$ cat src/rtl/utils_pkg.sv
// Shared definitions for the RV64I core datapath.
//   DATA_WIDTH / STRB_WIDTH : datapath width and byte-strobe count
//   lsu_state_e             : load/store unit FSM states
//   F3_*                    : RISC-V load/store funct3 encodings
//   sext_* / zext_*         : sign / zero extension to DATA_WIDTH
//   size_mask               : byte-strobe base pattern for an access size
//   lsu_misaligned          : natural-alignment check for an access size
package utils_pkg;

  localparam int DATA_WIDTH = 64;
  localparam int STRB_WIDTH = DATA_WIDTH / 8;

  typedef enum logic [1:0] {
    ST_IDLE  = 2'd0,
    ST_MREQ  = 2'd1,
    ST_MWAIT = 2'd2,
    ST_RESP  = 2'd3
  } lsu_state_e;

  localparam logic [2:0] F3_B  = 3'b000;
  localparam logic [2:0] F3_H  = 3'b001;
  localparam logic [2:0] F3_W  = 3'b010;
  localparam logic [2:0] F3_D  = 3'b011;
  localparam logic [2:0] F3_BU = 3'b100;
  localparam logic [2:0] F3_HU = 3'b101;
  localparam logic [2:0] F3_WU = 3'b110;

  function automatic logic [DATA_WIDTH-1:0] sext_8(input logic [7:0] v);
    return {{(DATA_WIDTH-8){v[7]}}, v};
  endfunction

  function automatic logic [DATA_WIDTH-1:0] sext_16(input logic [15:0] v);
    return {{(DATA_WIDTH-16){v[15]}}, v};
  endfunction

  function automatic logic [DATA_WIDTH-1:0] sext_32(input logic [31:0] v);
    return {{(DATA_WIDTH-32){v[31]}}, v};
  endfunction

  function automatic logic [DATA_WIDTH-1:0] zext_8(input logic [7:0] v);
    return {{(DATA_WIDTH-8){1'b0}}, v};
  endfunction

  function automatic logic [DATA_WIDTH-1:0] zext_16(input logic [15:0] v);
    return {{(DATA_WIDTH-16){1'b0}}, v};
  endfunction

  function automatic logic [DATA_WIDTH-1:0] zext_32(input logic [31:0] v);
    return {{(DATA_WIDTH-32){1'b0}}, v};
  endfunction

  // funct3[1:0] encodes the access size for both loads and stores.
  function automatic logic [STRB_WIDTH-1:0] size_mask(input logic [2:0] funct3);
    logic [STRB_WIDTH-1:0] m;
    case (funct3[1:0])
      2'b00:   m = 8'h01;
      2'b01:   m = 8'h03;
      2'b10:   m = 8'h0F;
      default: m = 8'hFF;
    endcase
    return m;
  endfunction

  function automatic logic lsu_misaligned(input logic [2:0] funct3,
                                          input logic [2:0] off);
    logic mis;
    case (funct3[1:0])
      2'b01:   mis = off[0];
      2'b10:   mis = |off[1:0];
      2'b11:   mis = |off;
      default: mis = 1'b0;
    endcase
    return mis;
  endfunction

endpackage

$ cat src/rtl/lsu_load_align.sv
// Load data alignment: shifts the addressed bytes of an aligned doubleword
// down to bit 0 and sign/zero-extends them according to funct3.
//   mem_rdata : aligned 64-bit doubleword from memory
//   byte_off  : address bits [2:0] of the load
//   funct3    : RISC-V load funct3
//   load_data : extended result (0 for the unused 111 encoding)
module lsu_load_align
  import utils_pkg::*;
(
  input  logic [DATA_WIDTH-1:0] mem_rdata,
  input  logic [2:0]            byte_off,
  input  logic [2:0]            funct3,
  output logic [DATA_WIDTH-1:0] load_data
);

  logic [DATA_WIDTH-1:0] shifted;

  always_comb begin
    shifted   = mem_rdata >> {byte_off, 3'b000};
    load_data = '0;
    case (funct3)
      F3_B:    load_data = sext_8(shifted[7:0]);
      F3_H:    load_data = sext_16(shifted[15:0]);
      F3_W:    load_data = sext_32(shifted[31:0]);
      F3_D:    load_data = shifted;
      F3_BU:   load_data = zext_8(shifted[7:0]);
      F3_HU:   load_data = zext_16(shifted[15:0]);
      F3_WU:   load_data = zext_32(shifted[31:0]);
      default: load_data = '0;
    endcase
  end

endmodule

$ cat src/rtl/lsu_mem_stage.sv
// Load/store unit memory stage of the RV64I core. One op in flight at a time.
//   req_*      : op from execute (valid/ready)
//   mem_req_*  : doubleword-aligned memory request (valid/ready)
//   mem_rsp_*  : memory response, single-cycle pulse, only honoured in MWAIT
//   rsp_*      : result to writeback (valid/ready)
//   dbg_state  : current FSM state, for observation only
//
// Handshakes: a transfer happens on a rising clk edge where valid && ready are
// both high. Once a valid is raised it stays high and its payload stays stable
// until that transfer; ready may be dropped at any time.
module lsu_mem_stage
  import utils_pkg::*;
(
  input  logic                  clk,
  input  logic                  rst,
  input  logic                  req_valid,
  output logic                  req_ready,
  input  logic                  req_is_store,
  input  logic [2:0]            req_funct3,
  input  logic [DATA_WIDTH-1:0] req_addr,
  input  logic [DATA_WIDTH-1:0] req_wdata,
  input  logic [4:0]            req_rd,
  output logic                  mem_req_valid,
  input  logic                  mem_req_ready,
  output logic                  mem_we,
  output logic [DATA_WIDTH-1:0] mem_addr,
  output logic [DATA_WIDTH-1:0] mem_wdata,
  output logic [STRB_WIDTH-1:0] mem_wstrb,
  input  logic                  mem_rsp_valid,
  input  logic [DATA_WIDTH-1:0] mem_rdata,
  output logic                  rsp_valid,
  input  logic                  rsp_ready,
  output logic [4:0]            rsp_rd,
  output logic [DATA_WIDTH-1:0] rsp_data,
  output logic                  rsp_misaligned,
  output logic                  rsp_illegal,
  output logic [1:0]            dbg_state
);

  lsu_state_e            state_q, state_d;
  logic                  is_store_q, is_store_d;
  logic [2:0]            funct3_q, funct3_d;
  logic [DATA_WIDTH-1:0] addr_q, addr_d;
  logic [DATA_WIDTH-1:0] wdata_q, wdata_d;
  logic [4:0]            rd_q, rd_d;
  logic                  mis_q, mis_d;
  logic                  ill_q, ill_d;
  logic [DATA_WIDTH-1:0] rsp_data_q, rsp_data_d;

  logic [DATA_WIDTH-1:0] load_data;
  logic                  new_ill;
  logic                  new_mis;

  lsu_load_align u_load_align (
    .mem_rdata (mem_rdata),
    .byte_off  (addr_q[2:0]),
    .funct3    (funct3_q),
    .load_data (load_data)
  );

  // Illegal wins over misaligned, so misaligned is only flagged for legal ops.
  always_comb begin
    new_ill = req_is_store ? req_funct3[2] : (req_funct3 == 3'b111);
    new_mis = !new_ill && lsu_misaligned(req_funct3, req_addr[2:0]);
  end

  always_comb begin
    state_d    = state_q;
    is_store_d = is_store_q;
    funct3_d   = funct3_q;
    addr_d     = addr_q;
    wdata_d    = wdata_q;
    rd_d       = rd_q;
    mis_d      = mis_q;
    ill_d      = ill_q;
    rsp_data_d = rsp_data_q;
    case (state_q)
      ST_IDLE: begin
        if (req_valid) begin
          is_store_d = req_is_store;
          funct3_d   = req_funct3;
          addr_d     = req_addr;
          wdata_d    = req_wdata;
          rd_d       = req_rd;
          ill_d      = new_ill;
          mis_d      = new_mis;
          rsp_data_d = '0;
          state_d    = (new_ill || new_mis) ? ST_RESP : ST_MREQ;
        end
      end
      ST_MREQ: begin
        if (mem_req_ready) state_d = ST_MWAIT;
      end
      ST_MWAIT: begin
        if (mem_rsp_valid) begin
          if (!is_store_q) rsp_data_d = load_data;
          state_d = ST_RESP;
        end
      end
      ST_RESP: begin
        if (rsp_ready) state_d = ST_IDLE;
      end
      default: state_d = ST_IDLE;
    endcase
  end

  always_ff @(posedge clk or posedge rst) begin
    if (rst) begin
      state_q    <= ST_IDLE;
      is_store_q <= 1'b0;
      funct3_q   <= '0;
      addr_q     <= '0;
      wdata_q    <= '0;
      rd_q       <= '0;
      mis_q      <= 1'b0;
      ill_q      <= 1'b0;
      rsp_data_q <= '0;
    end else begin
      state_q    <= state_d;
      is_store_q <= is_store_d;
      funct3_q   <= funct3_d;
      addr_q     <= addr_d;
      wdata_q    <= wdata_d;
      rd_q       <= rd_d;
      mis_q      <= mis_d;
      ill_q      <= ill_d;
      rsp_data_q <= rsp_data_d;
    end
  end

  // Outputs decode straight from registered state and latched fields, and are
  // held at 0 outside the state that owns them.
  logic in_mreq;
  logic in_resp;
  logic st_req;

  always_comb begin
    in_mreq        = (state_q == ST_MREQ);
    in_resp        = (state_q == ST_RESP);
    st_req         = in_mreq && is_store_q;
    req_ready      = (state_q == ST_IDLE);
    mem_req_valid  = in_mreq;
    mem_we         = st_req;
    mem_addr       = in_mreq ? {addr_q[DATA_WIDTH-1:3], 3'b000} : '0;
    mem_wdata      = st_req ? (wdata_q << {addr_q[2:0], 3'b000}) : '0;
    mem_wstrb      = st_req ? (size_mask(funct3_q) << addr_q[2:0]) : '0;
    rsp_valid      = in_resp;
    rsp_rd         = (in_resp && !is_store_q) ? rd_q : 5'd0;
    rsp_data       = in_resp ? rsp_data_q : '0;
    rsp_misaligned = in_resp && mis_q;
    rsp_illegal    = in_resp && ill_q;
    dbg_state      = state_q;
  end

endmodule

$ cat config.mk
export PLATFORM = sky130hd
export DESIGN_NAME = lsu_mem_stage
export DESIGN_NICKNAME = d
export VERILOG_FILES = /design/src/rtl/utils_pkg.sv /design/src/rtl/lsu_load_align.sv /design/src/rtl/lsu_mem_stage.sv
export SDC_FILE = /design/constraint.sdc
export NUM_CORES = 1
export LEC_CHECK = 0
export CAP_MARGIN = 5
export CORE_ASPECT_RATIO = 1.1
export CORE_UTILIZATION = 40
export DETAILED_ROUTE_END_ITERATION = 10
export PLACE_DENSITY = 0.72
export SLEW_MARGIN = 25
export SYNTH_ARGS = -nofsm -noshare
export SYNTH_HDL_FRONTEND = slang
export SYNTH_SLANG_ARGS = --single-unit
$ cat constraint.sdc
create_clock -name clk -period 12.6 [get_ports clk]
set_clock_uncertainty 0.15 [all_clocks]
set_input_delay 1.26 -clock clk [delete_from_list [all_inputs] [get_ports clk]]
set_output_delay 1.26 -clock clk [all_outputs]
set_load 0.05 [all_outputs]
==> run metrics, run 1 <==
Static Leak 7.28 nW; crit path launch type flip-flop; Pre-Repair DR Iteration Count 5; Placed Area 16900 um^2; Max H-tree Level 1; first-pass GRT wire length 65800 um; final wirelength 43000 um; global placement routability congestion 0.926; Total GRT Usage between 20% and 30%; final setup TNS 0 ns; Seq/Total Area, Yosys ~41%; NumNets Final 1696; Fin. Hold Viols 0; fmax 169 MHz; CTS tree yes; vias per inst roughly 5.5; top_reg_cell synth dfrtp_1; Hold Path Stages 2; Worst R2R Start addr_q[0]$_DFFE_PP0P_; Hold Crit Start ill_q$_DFFE_PP0P_; RSZ-0062 raised after global routing no; EDFF count, synth 0; Crit Path Max Fanout 61; cell area after synthesis 12500 um^2; Hold WC Path Type reg -> reg; CTS buffer count 25; placed insts 1872; syn avg cell area between 10 and 15 um^2; CTS Buffer Depth 3; routed vias 10648; row count 67; Worst R2R Path Depth 7; non-filler cells, final 1919; min cycle time layout 5.92 ns; worst-margin pin slew 1.07 ns; Synth async-reset ratio between 90% and 100%; Initial Util 40.9%; worst reg2reg path endpoint rsp_data_q[49]$_DFFE_PP0P_; largest net degree at the start of global routing 144; Port Buffers 416; Worst setup EP type output pin; Worst Path Required 11.19 ns; HPWL after DPL 30500 um; Clock Pin Slew Worst Setup and Hold Paths 0.06 ns; Setup violations, final 0; total core area 30600 um^2; Slew Viols, Final 0; outcome complete, no violations; Die Area 32000 um^2; Die H roughly 190 um; pwr dens about 260 nW/um^2; postcts setup bufs 0; distinct cell type count after synthesis 52; Routed WL per cell 22.4 um; Root Buffer clkbuf_16; reg2reg setup slack 8.51 ns; P&R area growth vs syn 41.9%; Antenna Nets Post-Route 0; Slew headroom 28.6%; clk sinks 205; drt drc 0; vias in the first global route 11132; Synth Warn # 0; max_cap viols 0; post-route clock period utilization 47.0%; flops & latches, synth roughly 210; CTS Hold Bufs 0; total power 4.59 mW; fin area 17700 um^2; Overflow after GRT 0; synthesized instance count ~1100; Hold Path End ill_q$_DFFE_PP0P_; boundary pin count 420; die width 171 um; critical path class reg -> out; initial drt markers 840; Clk Latency, worst-skew pair 0.52 ns; share of layout cells above drive strength 1 18.2%; Crit path arrival time approximately 4.5 ns; initial antenna violation count 3; VDD IR max between 0.1 and 0.15 mV; Resize count post-CTS 0
[final cells by class]
| class | instances | area [um^2] |
|---|---|---|
| clock inverters | 9 | 155 |
| multi-input cells | 818 | 6920 |
| repair buffers | 428 | 4260 |
| fillers | 2584 | 12900 |
| flip-flops and latches | 205 | 5140 |
| diodes | 3 | 7.51 |
| clock buffers | 35 | 693 |
| well taps | 414 | 518 |
| inverters | 7 | 38.8 |
[cells in the mapped netlist, types with 4 or more instances]
cell / number / share of area [%]
a211oi_1: 14 / 0.84
a21o_1: 4 / 0.24
a21oi_1: 32 / 1.3
a221o_1: 33 / 2.6
a22o_1: 8 / 0.56
a22oi_1: 8 / 0.48
and2_1: 152 / 7.6
and3_1: 10 / 0.50
buf_1: 13 / 0.39
buf_2: 25 / 1.0
buf_4: 5 / 0.30
buf_6: 4 / 0.36
clkbuf_1: 54 / 1.6
dfrtp_1: 205 / 41
ha_1: 4 / 0.40
inv_1: 6 / 0.18
mux2_2: 163 / 15
mux2i_1: 86 / 6.9
mux4_2: 45 / 8.1
nand2_1: 61 / 1.8
nand2b_1: 10 / 0.50
nand3_1: 4 / 0.16
nor2_1: 74 / 2.2
nor2b_1: 14 / 0.70
nor3_1: 4 / 0.16
o211ai_1: 21 / 1.3
o21ai_0: 32 / 1.3
o22a_1: 5 / 0.35
[critical path, cell delays in order, from the launching register on]
cell and delay (ns):
dfrtp_4 0.84, buf_4 0.71, inv_2 0.51, nor2_1 0.51, buf_4 0.25, a22oi_1 0.09, nor2_1 0.18, clkdlybuf4s50_1 0.85
[state kept, by name, indices dropped and copies added, names as in the netlist]
| name | flops |
|---|---|
| funct3_q | 3 |
| dbg_state | 2 |
| ill_q | 1 |
| rd_q | 5 |
| wdata_q | 64 |
| addr_q | 64 |
| rsp_data_q | 64 |
| is_store_q | 1 |
| mis_q | 1 |
[placed cells by master, fill, tap and decap left out, drive strengths merged, types with 14 or more instances in the layout]
cell type,n
mux4,45
nor2,74
clkbuf,35
a21oi,32
mux2,166
a221o,33
dfrtp,205
o211ai,21
clkdlybuf4s50,416
nand2,61
mux2i,86
nor2b,14
and2,152
a211oi,15
o21ai,32
[logic make-up (layout without fill, tap and decap cells)]
| kind of cell | Yosys count | count (layout) | synth area share (%) |
|---|---|---|---|
| compound gates | 175 | 175 | 10.2 |
| other cells | 1 | 6 | 0.0300 |
| fa+ha+maj | 4 | 4 | 0.400 |
| mux | 297 | 297 | 30.0 |
| xor+xnor | 1 | 1 | 0.0701 |
| flops | 205 | 205 | 41.0 |
| buf+inv | 108 | 479 | 3.88 |
| simple gates | 338 | 338 | 14.4 |
[worst max-delay path by stage]
| stage | endpoint | depth (start not counted) | startpoint |
|---|---|---|---|
| after floorplan | addr_q[0]$_DFFE_PP0P_ | 1 | rst |
| after global placement | mem_wdata[9] | 9 | dbg_state[1]$_DFFE_PP0P_ |
| after detailed placement | mem_wdata[9] | 9 | dbg_state[1]$_DFFE_PP0P_ |
| after CTS | mem_wdata[9] | 9 | dbg_state[1]$_DFFE_PP0P_ |
| after global routing | mem_wdata[46] | 7 | addr_q[1]$_DFFE_PP0P_ |
| final | mem_wdata[46] | 7 | addr_q[1]$_DFFE_PP0P_ |
[power breakdown]
| group | total, mW | switching (mW) | internal, mW |
|---|---|---|---|
| registers | 1.30 | 0.318 | 0.981 |
| logic | 2.53 | 1.41 | 1.12 |
| clock network | 0.758 | 0.293 | 0.465 |
[metrics by stage]
stage                     hold WS (ns)  util, %  worst slack (ns)
after floorplan                  0.291        -              5.59
after global placement           0.309     55.1              7.16
after detailed placement         0.318     55.1              7.07
after CTS                        0.330     57.9              6.43
after global routing             0.354     58.0              6.46
final                            0.326     58.0              6.68
[layer usage]
metal  vias up  share of wire, %  GRT usage [%]
li1       4792                 -              -
met1      5351                39           32.9
met2       446                51           46.5
met3        59               7.4           5.59
met4         0               2.5           8.42
met5         -                 0              0
No activity file was read; power rests on OpenSTA's default activity.
==> inputs of run 2 (changes only) <==
==> constraint.sdc (replaced) <==
create_clock -name clk -period 5.5 [get_ports clk]
set_clock_uncertainty 0.15 [all_clocks]
set_input_delay 0.55 -clock clk [delete_from_list [all_inputs] [get_ports clk]]
set_output_delay 0.55 -clock clk [all_outputs]
set_load 0.05 [all_outputs]
==> run 2 against run 1 <==
  * Via count decreased by 0.39%
  * Highest routed layer unchanged
  * Routed wire length decreased by 0.11%
  * Largest cell class unchanged
  * Critical path depth down 1
  * First-iteration DRC count decreased by 11%
  * Core utilization increased by 1.4 points
  * Die area unchanged
  * Combinational power increased by 130%
  * Final area is 2.4% higher
  * Sequential cell count unchanged
  * Power is 130% higher
==> run metrics, run 2 (synthesis gave the netlist of run 1 again) <==
P&R area growth vs syn 45.3%; Root Buffer clkbuf_16; Slew Viols, Final 0; fin area approximately 18000 um^2; Setup violations, final 0; Worst setup EP type output pin; HPWL after DPL 31200 um; post-route clock period utilization 84.7%; Hold WC Path Type in -> async; CTS Buffer Depth 3; largest registers addr_q (64), rsp_data_q (64), wdata_q (64); Overflow after GRT 0; most frequent cells in the layout clkdlybuf4s50_1 (376), dfrtp_1 (202), mux2_2 (163); Die H between 150 and 200 um; Initial Util 40.9%; CTS tree yes; postcts setup bufs 0; routed vias 10606; initial drt markers between 700 and 800; non-filler cells, final between 1500 and 2000; first-pass GRT wire length 65300 um; Total GRT Usage a little over a quarter; Worst R2R Start addr_q[0]$_DFFE_PP0P_; final wirelength 42900 um; die width 171 um; NumNets Final 1697; outcome complete, no violations; Resize count post-CTS 0; global placement routability congestion 0.907; crit path launch type flip-flop; Placed Area approximately 17000 um^2; Pre-Repair DR Iteration Count 5; vias per inst 5.53; total core area slightly above 30000 um^2; Hold Slack 0.241 ns; Clk Latency, worst-skew pair 0.52 ns; fmax 215 MHz; most frequent CP cell nor2_1; boundary pin count 420; final setup TNS 0 ns; Port Buffers ~420; crit path max-delay cell type clkdlybuf4s50_1; clk sinks 205; fillcell total 2544; vias in the first global route between 10000 and 15000; RSZ-0062 raised after global routing no; VDD IR max 0.366 mV; Slew headroom between 20% and 30%; row count 67; worst setup path startpoint addr_q[1]$_DFFE_PP0P_; Worst Path Required 4.80 ns; Max H-tree Level 1; commonest non-fill, non-tap cell in the layout clkdlybuf4s50_1; share of layout cells above drive strength 1 between 20% and 30%; worst-margin pin slew between 1 and 1.5 ns; Antenna Nets Post-Route 0; total power ~11 mW; CTS Hold Bufs 0; Crit path arrival time between 3 and 4 ns; max_cap viols 0; pwr dens between 500 and 600 nW/um^2; Crit Path Max Fanout 76; min cycle time layout roughly 4.7 ns; largest net degree at the start of global routing roughly 110; Static Leak between 7 and 8 nW; CTS buffer count 24; drt drc 0; initial antenna violation count 2; CP peak stage delay approximately 0.83 ns; placed insts 1874; Fin. Hold Viols 0; Die Area 32000 um^2; CP cell instances buf_4 > nand2b_1 > nor2_1 > a21oi_1 > nor2_1 > clkdlybuf4s50_1; critical path class reg -> out; Clock Pin Slew Worst Setup and Hold Paths ~0.06 ns; Routed WL per cell approximately 22 um
==> run 2: area by class of cell <==
cell class	count	area [um^2]	area share [%]
flip-flops and latches	205	5140	28.3
clock inverters	8	146	0.806
well taps	414	518	2.85
repair buffers	430	4690	25.8
diodes	2	5.00	0.0276
inverters	7	30.0	0.165
clock buffers	34	709	3.91
multi-input cells	818	6920	38.1
==> run 2: worst paths after layout <==
kind / endpoint / slack (ns) / cells past startpoint
max: mem_wdata[47] / 0.84 / 6
max reg2reg: rsp_data_q[44]$_DFFE_PP0P_ / 1.80 / 6
min reg2reg: ill_q$_DFFE_PP0P_ / 0.33 / 2
max in group asynchronous: addr_q[1]$_DFFE_PP0P_ / 3.87 / 3
min: addr_q[60]$_DFFE_PP0P_ / 0.24 / 2
min in group clk: ill_q$_DFFE_PP0P_ / 0.33 / 2
==> run 2: power by group <==
group          switching (mW)  internal (mW)  leakage, nW
logic                    3.19           2.63         4.52
registers               0.742           2.25         2.55
clock network           0.653           1.08        0.418
==> run 2: worst max-delay path: cells and delay by family (launching register included) <==
kind                   cells  cell delay [ns]
AND/OR/NAND/NOR            3             0.98
AO/OA/AOI/OAI              1             0.06
flip-flops                 1             0.71
buffers and inverters      2             1.60
==> run 2: routing by layer <==
layer / up-vias / part of all wire [%] / global-route usage [%]
met5: - / 0 / 0
met1: 5260 / 38 / 32.7
met3: 78 / 8.4 / 6.33
met2: 489 / 50 / 45.8
li1: 4779 / - / -
met4: 0 / 3.2 / 8.91
==> run 2: through the flow <==
step / setup WS, ns / util (%)
finish: 0.841 / 59.4
global route: 0.602 / 59.4
CTS: 0.803 / 59.3
detailed placement: 1.38 / 56.5
global placement: 1.41 / 56.5
floorplan: 1.27 / -
==> inputs of run 3 (changes only) <==
==> constraint.sdc (replaced) <==
create_clock -name clk -period 4.5 [get_ports clk]
set_clock_uncertainty 0.15 [all_clocks]
set_input_delay 0.45 -clock clk [delete_from_list [all_inputs] [get_ports clk]]
set_output_delay 0.45 -clock clk [all_outputs]
set_load 0.05 [all_outputs]
==> run 3 against run 2 <==
  * Sequential power grew 25%
  * Sequential cell count is the same
  * Register-to-register slack got worse by 0.55 ns
  * Worst hold slack got worse by 0.22 ns
==> run metrics, run 3 (synthesis gave the netlist of run 1 again) <==
GRT met1 Usage 32.6%; Routed WL per cell 22.2 um; drt drc 0; critical path class reg -> out; non-filler cells, final 1925; Clock Pin Slew Worst Setup and Hold Paths 0.06 ns; most frequent cells in the layout clkdlybuf4s50_1 (343), dfrtp_1 (202), mux2_2 (163); boundary pin count between 400 and 500; Slew headroom 36.9%; CTS Hold Bufs 0; final setup TNS 0 ns; largest net degree at the start of global routing between 100 and 150; min cycle time layout 3.78 ns; placed insts 1876; CTS tree yes; CP peak stage delay 0.82 ns; first-pass GRT wire length 65700 um; Clk Latency, worst-skew pair 0.53 ns; Port Buffers 416; Static Leak 7.61 nW; row count 67; CP cell instances ha_2 > nor2b_1 > and2_1 > clkdlybuf4s50_1; Most Crowded Layer GR met2; max_cap viols 0; CTS buffer count 25; global placement routability congestion 0.929; Die H 187 um; Die Area 32000 um^2; routed vias 10561; clk sinks about 210; worst setup path startpoint dbg_state[1]$_DFFE_PP0P_; met3 Usage GRT 6.39%; Pre-Repair DR Iteration Count 5; outcome complete, no violations; Worst R2R Start addr_q[2]$_DFFE_PP0P_; worst-margin pin slew 0.946 ns; VDD IR max 0.389 mV; CTS Buffer Depth 3; crit path max-delay cell type clkdlybuf4s50_1; pwr dens 703 nW/um^2; final wirelength 42700 um; post-route clock period utilization 84.0%; Worst Path Required 3.90 ns; Worst R2R Path Depth 6; CP bufs+invs 1; initial antenna violation count 5; vias per inst 5.49; CP delay by family, top buffers and inverters; Resize count post-CTS 0; die width 171 um; initial drt markers 737; Worst setup EP type output pin; Overflow after GRT 0; RSZ-0062 raised after global routing no; postcts setup bufs 0; Hold WC Path Type in -> async; Max H-tree Level 1; Crit Path Max Fanout 69; Root Buffer clkbuf_16; P&R area growth vs syn 46.6%; Slew Viols, Final 0; fin util 59.9%; crit path launch type flip-flop; NumNets Final 1700; vias in the first global route 10959; largest registers addr_q (64), rsp_data_q (64), wdata_q (64); Crit path arrival time 3.18 ns; HPWL after DPL 30900 um; total core area 30600 um^2; share of layout cells above drive strength 1 23.6%; reg2reg setup slack 1.25 ns; Initial Util 40.9%; met2 usage 44.9%; Fin. Hold Viols 0; Antenna Nets Post-Route 0; Total GRT Usage 26.6%; Setup violations, final 0; worst reg2reg path endpoint rsp_data_q[34]$_DFFE_PP0P_; fmax 265 MHz; commonest non-fill, non-tap cell in the layout clkdlybuf4s50_1
run 3: cell types whose count changed in the layout (fill, tap and decap cells not counted), sizes merged:
cell	previous run	this run
clkdlybuf4s50	376	343
buf	54	89
diode	2	5
bufinv	4	2
clkinv	2	6
run 3: cell type report:
cell class	instances	area [um^2]
fillers	2516	12300
multi-input cells	818	6910
flip-flops and latches	205	5140
repair buffers	432	4890
clock buffers	34	719
well taps	414	518
clock inverters	10	110
inverters	7	30.0
diodes	5	12.5
run 3: routing by layer:
metal	part of all wire (%)	vias to the layer above
met2	49	417
met4	3.6	0
met5	0	-
met1	40	5260
met3	7.7	85
li1	-	4799
run 3: worst max-delay path by stage:
stage / to / slack (ns) / depth (start not counted)
after floorplan: mem_wstrb[5] / 0.37 / 6
after global placement: rsp_rd[0] / 1.26 / 4
after detailed placement: rsp_rd[1] / 1.18 / 4
after CTS: rsp_rd[1] / 0.61 / 4
after global routing: rsp_rd[1] / 0.46 / 4
final: rsp_rd[1] / 0.72 / 4
run 3: power by group:
| group | internal (mW) | switching (mW) |
|---|---|---|
| clock network | 1.23 | 0.817 |
| logic | 3.28 | 3.83 |
| registers | 2.75 | 0.979 |
| total | 7.25 | 5.63 |
run 3: stage by stage:
stage	setup slack (ns)	power [mW]	hold WS (ns)	cell area (um^2)
after floorplan	0.373	8.60	0.291	12500
after global placement	1.26	10.7	0.308	17500
after detailed placement	1.18	10.8	0.323	17500
after CTS	0.608	12.9	0.00430	18300
after global routing	0.461	13.6	0.00951	18300
final	0.719	12.9	0.0225	18300
